===== src/rtl/onehot_dec_pkg.sv =====
// rtl/onehot_dec_pkg.sv - shared state encoding and limits for the one-hot decoder
package onehot_dec_pkg;

   localparam int HOLD_MAX = 255;

   typedef enum logic [1:0] {
      ST_IDLE  = 2'd0,
      ST_DRIVE = 2'd1,
      ST_WAIT  = 2'd2
   } state_e;

endpackage


===== src/rtl/bin2onehot.sv =====
// rtl/bin2onehot.sv - combinational binary index to one-hot line map
module bin2onehot #(
   parameter int N_SEL = 2
) (
   input  logic [N_SEL-1:0]      idx,
   output logic [2**N_SEL-1:0]   onehot
);

   always_comb begin
      onehot      = '0;
      onehot[idx] = 1'b1;
   end

endmodule


===== src/rtl/onehot_decoder_seq.sv =====
// rtl/onehot_decoder_seq.sv - registered decoder: accepts an index, holds its one-hot line
// for HOLD cycles minimum, then until the consumer acknowledges.
module onehot_decoder_seq
   import onehot_dec_pkg::*;
#(
   parameter int N_SEL = 2,
   parameter int HOLD  = 3
) (
   input  logic                  clk,
   input  logic                  rst,
   input  logic [N_SEL-1:0]      in_idx,
   input  logic                  in_valid,
   output logic                  in_ready,
   output logic [2**N_SEL-1:0]   y,
   output logic                  y_valid,
   input  logic                  y_ack,
   output logic                  busy
);

   localparam int OUT_W    = 2**N_SEL;
   // Out-of-range HOLD is clamped so the counter width stays meaningful.
   localparam int HOLD_EFF = (HOLD < 1) ? 1 : ((HOLD > HOLD_MAX) ? HOLD_MAX : HOLD);
   localparam int CNT_W    = $clog2(HOLD_EFF + 1);

   state_e             state_q, state_d;
   logic [N_SEL-1:0]   idx_q, idx_d;
   logic [CNT_W-1:0]   cnt_q, cnt_d;
   logic               ack_q, ack_d;
   logic [OUT_W-1:0]   dec;

   bin2onehot #(
      .N_SEL (N_SEL)
   ) u_bin2onehot (
      .idx    (idx_q),
      .onehot (dec)
   );

   always_ff @(posedge clk) begin
      if (rst) begin
         state_q <= ST_IDLE;
         idx_q   <= '0;
         cnt_q   <= '0;
         ack_q   <= 1'b0;
      end else begin
         state_q <= state_d;
         idx_q   <= idx_d;
         cnt_q   <= cnt_d;
         ack_q   <= ack_d;
      end
   end

   always_comb begin
      state_d = state_q;
      idx_d   = idx_q;
      cnt_d   = cnt_q;
      ack_d   = ack_q;
      case (state_q)
         ST_IDLE: begin
            if (in_valid) begin
               idx_d   = in_idx;
               cnt_d   = CNT_W'(HOLD_EFF - 1);
               ack_d   = 1'b0;
               state_d = ST_DRIVE;
            end
         end
         ST_DRIVE: begin
            // Ack is sticky so an early pulse still releases the line after the hold.
            ack_d = ack_q | y_ack;
            if (cnt_q == '0) begin
               state_d = (ack_q | y_ack) ? ST_IDLE : ST_WAIT;
            end else begin
               cnt_d = cnt_q - CNT_W'(1);
            end
         end
         ST_WAIT: begin
            if (y_ack) begin
               state_d = ST_IDLE;
            end
         end
         default: begin
            state_d = ST_IDLE;
         end
      endcase
   end

   assign y_valid  = (state_q != ST_IDLE);
   assign busy     = (state_q != ST_IDLE);
   assign in_ready = (state_q == ST_IDLE);
   assign y        = y_valid ? dec : '0;

endmodule


===== config.mk =====
export PLATFORM = sky130hd
export DESIGN_NAME = onehot_decoder_seq
export DESIGN_NICKNAME = d
export VERILOG_FILES = /design/src/rtl/onehot_dec_pkg.sv /design/src/rtl/bin2onehot.sv /design/src/rtl/onehot_decoder_seq.sv
export SDC_FILE = /design/constraint.sdc
export NUM_CORES = 1
export LEC_CHECK = 0
export CORE_AREA = 2 2 39 41
export DETAILED_ROUTE_END_ITERATION = 8
export DIE_AREA = 0 0 41 43
export GPL_TIMING_DRIVEN = 0
export HOLD_SLACK_MARGIN = 0.1
export PLACE_DENSITY = 0.59
export SLEW_MARGIN = 10
export SYNTH_ARGS = -nofsm -noshare
export SYNTH_HDL_FRONTEND = slang
export SYNTH_SLANG_ARGS = --single-unit

===== constraint.sdc =====
create_clock -name clk -period 1.47 [get_ports clk]
set_input_delay 0.294 -clock clk [delete_from_list [all_inputs] [get_ports clk]]
set_output_delay 0.294 -clock clk [all_outputs]
set_load 0.005 [all_outputs]

==> impl_results.md <==
* Result of the run: finished, final reports clean
* Number of buffer cells added on primary ports at 12
* Final core utilization at 39.51%
* Effective utilization at floorplan at 27.22%
* Sort of element at the start of the critical path: register
* Crit end category: primary output
* Max-Slew Margin vs Limit at 81.51%
* Number of flip-flops and latches in the synthesized netlist at 7
* Half-perimeter wire length after detailed placement at 587 um
* Number of antenna diodes at 0
* Via total after detailed routing at 360
* Maximum number of pins on one net before global-route repair at 11
* 1st-pass router iterations at 2
* Final setup viols at 0
* Hold buffer count at cts at 0
* Sequential cell area fraction in the yosys report at 37.21%
* Area Overhead vs Synth at 45.18%
* Number of ports placed on the die boundary at 13
* Final routed wire length divided by cell count at 10.36 um
* Startpoint of the lowest-slack hold path: cnt_q[1]$_SDFFE_PP0P_
* Cells after Synth at 44
* Crit path DAT at 1.14 ns
* Clock-pin slew on the worst setup and hold paths at 0.05 ns
* Share of synthesized registers carrying an async set or reset at 0%
* Area share of the largest cell type after synthesis at 37.21%
* Highest attainable clock frequency at 697.5 MHz
* Final hold slack at 0.4609 ns
* Global-route met2 utilization at 15.94%
* Most used standard cells in the synthesized netlist: sky130_fd_sc_hd__dfxtp_1 (7), sky130_fd_sc_hd__a21oi_1 (4), sky130_fd_sc_hd__inv_1 (4), sky130_fd_sc_hd__nor2_1 (4), sky130_fd_sc_hd__o21ai_0 (3)
* Count of flip-flops with a built-in enable after synthesis at 0
* Initial antenna violation count at 0
* Mapped cell area at 376.6 um2
* Met1 Resource Use GR at 14.42%
* Clock latency at the later pin of the worst-skew pair at 0.24 ns
* Worst R2R End: state_q[0]$_SDFFE_PP0P_
* Clock sinks at 7
* Number of nets at the end of the flow at 69
* Leading area contributor after synthesis: sky130_fd_sc_hd__dfxtp_1
* Areal power density over the cells at 905.3 nW/um2
* Instance count along the most critical hold path at 1
* Count of pins over their slew limit at 0
* Final Hold Vio Count at 0
* Floorplan die height at 43 um
* Num CTS Buffers at 3
* Post-route clock period utilization at 97.53%
* RSZ-0062 raised after global routing: true
* Weighted congestion reported at the end of routability-driven placement at 0.6223
* Standard cell area after detailed placement at 516.7 um2
* Required time of the critical path at 1.18 ns
* First-pass GRT wire length at 1352 um
* Synth warnings at 0
* Clock Path Buffers at 2
* Average cell area after synthesis at 8.559 um2
* Worst r2r src: cnt_q[0]$_SDFFE_PP0P_
* Via count of the first global-routing pass at 328
* Cell depth of the worst flop-to-flop path at 5
* Die area at 1763 um2
* Worst Hold Path EP: cnt_q[1]$_SDFFE_PP0P_
* Drc violations at 0
* Net count of the mapped netlist at 51
* DR vias/cell at 4.675
* Highest-utilization routing layer at the global route stage: met2
* Total gr overflow at 0
* Ratio of cells with drive above 1 in the final layout at 31.15%
* Minimum period implied by the final worst setup slack at 1.434 ns
* Count of distinct cell types in the synthesized netlist at 22
* Cell leakage power at 0.0002365 uW
* Maximum vdd drop at 554.1 uV
* Actual slew at the worst max-slew pin at 0.2764 ns
* Path category of the worst min-delay check: register to register
* H-tree lvl count at 1
* Number of maximum-capacitance violations at 0
* Clock tree from TritonCTS: built
* Cell with the most instances after synthesis: sky130_fd_sc_hd__dfxtp_1
* Die W at 41 um
* Antenna viol nets, final at 0
* Drt initial violations at 7
* Top FF cell, synth: sky130_fd_sc_hd__dfxtp_1
* Final instance area at 546.8 um2
* Cells taking the most area after synthesis: sky130_fd_sc_hd__dfxtp_1 (37%), sky130_fd_sc_hd__a21oi_1 (5.3%), sky130_fd_sc_hd__mux2i_1 (5.3%), sky130_fd_sc_hd__o21ai_0 (4.0%), sky130_fd_sc_hd__inv_1 (4.0%)
* Area of the core region at 1384 um2
* Clock root cell: sky130_fd_sc_hd__clkbuf_4
* CP max FO at 4
* Global Route Usage Sum at 11.74%
* Standard-cell rows at 14
* Category of the most critical setup path: register to primary output
* Routed wire length at 798 um
* Reg2reg setup slack at 0.21 ns
* Fin Clk Skew at 0.0009794 ns
* Met3 track demand over resource in global routing at 6.283%
[worst max path at each step]
stage / from / endpoint / slack (ns) / cells after the start
floorplan: state_q[1]$_SDFFE_PP0P_ / y[1] / 0.32 / 3
global placement: state_q[1]$_SDFFE_PP0P_ / y[2] / -0.24 / 4
detailed placement: state_q[1]$_SDFFE_PP0P_ / y[2] / -0.26 / 4
CTS: state_q[0]$_SDFFE_PP0P_ / y[0] / 0.005 / 4
global route: state_q[1]$_SDFFE_PP0P_ / y[3] / -0.003 / 3
finish: state_q[1]$_SDFFE_PP0P_ / y[3] / 0.04 / 3
[stage by stage]
step / setup slack (ns) / total power (uW) / instances / TNS, ns
floorplan: 0.3163 / 283.4 / 44 / 0
global placement: -0.2368 / 335.9 / 72 / -0.9820
detailed placement: -0.2599 / 338.2 / 72 / -1.053
CTS: 0.005246 / 505.4 / 77 / 0
global route: -0.003045 / 537.4 / 77 / -0.003045
finish: 0.03631 / 495.0 / 77 / 0
[what timing repair did]
action	4_1_cts	5_1_grt
setup buffers	2	0
pin swaps	1	1
setup endpoints to repair	7	4
resized for setup	26	4
[worst max-delay path: stages, from the launching register on]
cell and delay [ns]:
sky130_fd_sc_hd__dfxtp_4 0.34, sky130_fd_sc_hd__or2_4 0.27, sky130_fd_sc_hd__and3_4 0.18, sky130_fd_sc_hd__buf_6 0.11
[flip-flops by register name, indices dropped and copies added, names as in the netlist]
| signal | count |
|---|---|
| state_q | 2 |
| cnt_q | 2 |
| idx_q | 2 |
| ack_q | 1 |
[placed cells by master (no fill, tap or decap)]
cell	n
sky130_fd_sc_hd__clkbuf_1	1
sky130_fd_sc_hd__clkdlybuf4s15_1	1
sky130_fd_sc_hd__mux2i_1	2
sky130_fd_sc_hd__inv_4	1
sky130_fd_sc_hd__inv_1	4
sky130_fd_sc_hd__nor3_1	2
sky130_fd_sc_hd__buf_6	1
sky130_fd_sc_hd__buf_4	3
sky130_fd_sc_hd__dlygate4sd2_1	1
sky130_fd_sc_hd__and3_4	1
sky130_fd_sc_hd__a21oi_1	4
sky130_fd_sc_hd__o21ai_0	3
sky130_fd_sc_hd__nor2_1	4
sky130_fd_sc_hd__or2_4	1
sky130_fd_sc_hd__dfxtp_1	5
sky130_fd_sc_hd__and3_2	1
sky130_fd_sc_hd__clkdlybuf4s50_1	5
sky130_fd_sc_hd__clkbuf_2	1
sky130_fd_sc_hd__nand2b_1	1
sky130_fd_sc_hd__nor2b_1	2
sky130_fd_sc_hd__o21a_1	1
sky130_fd_sc_hd__nor3b_1	1
sky130_fd_sc_hd__clkbuf_4	3
sky130_fd_sc_hd__dfxtp_4	2
sky130_fd_sc_hd__nor4bb_1	1
sky130_fd_sc_hd__or2b_1	1
sky130_fd_sc_hd__buf_2	3
sky130_fd_sc_hd__a31oi_1	2
sky130_fd_sc_hd__nor3b_2	2
sky130_fd_sc_hd__ha_1	1
[kinds of logic (layout without fill, tap and decap cells)]
family | count (synthesis) | in the layout | synth area share [%]
compound gates | 10 | 10 | 14.62
fa+ha+maj | 1 | 1 | 3.322
buf+inv | 7 | 24 | 9.965
flops | 7 | 7 | 37.21
mux | 2 | 2 | 5.316
simple gates | 17 | 17 | 29.57
[routing by layer]
metal	wire [um]	vias up
met3	23	0
li1	-	184
met4	0	0
met2	394	3
met1	379	173
met5	0	-
[power by group]
group          switching [uW]  total (uW)  leakage (uW)  internal (uW)
Sequential               10.2         212     0.0000589            202
Clock                    66.7         170     0.0000150            103
Combinational            49.6         113      0.000163           63.2
Total                     126         495      0.000237            369
[layout make-up]
class                      count  area (um2)
inverter                       5       21.27
buffer                         1       7.507
clock buffer                   4       26.28
timing repair buffer          14       115.1
sequential                     7       147.6
tap                           16       20.02
fill                         147       837.1
multi-input combinational     30       209.0
Note: power is estimated with default switching activity, not from simulation.
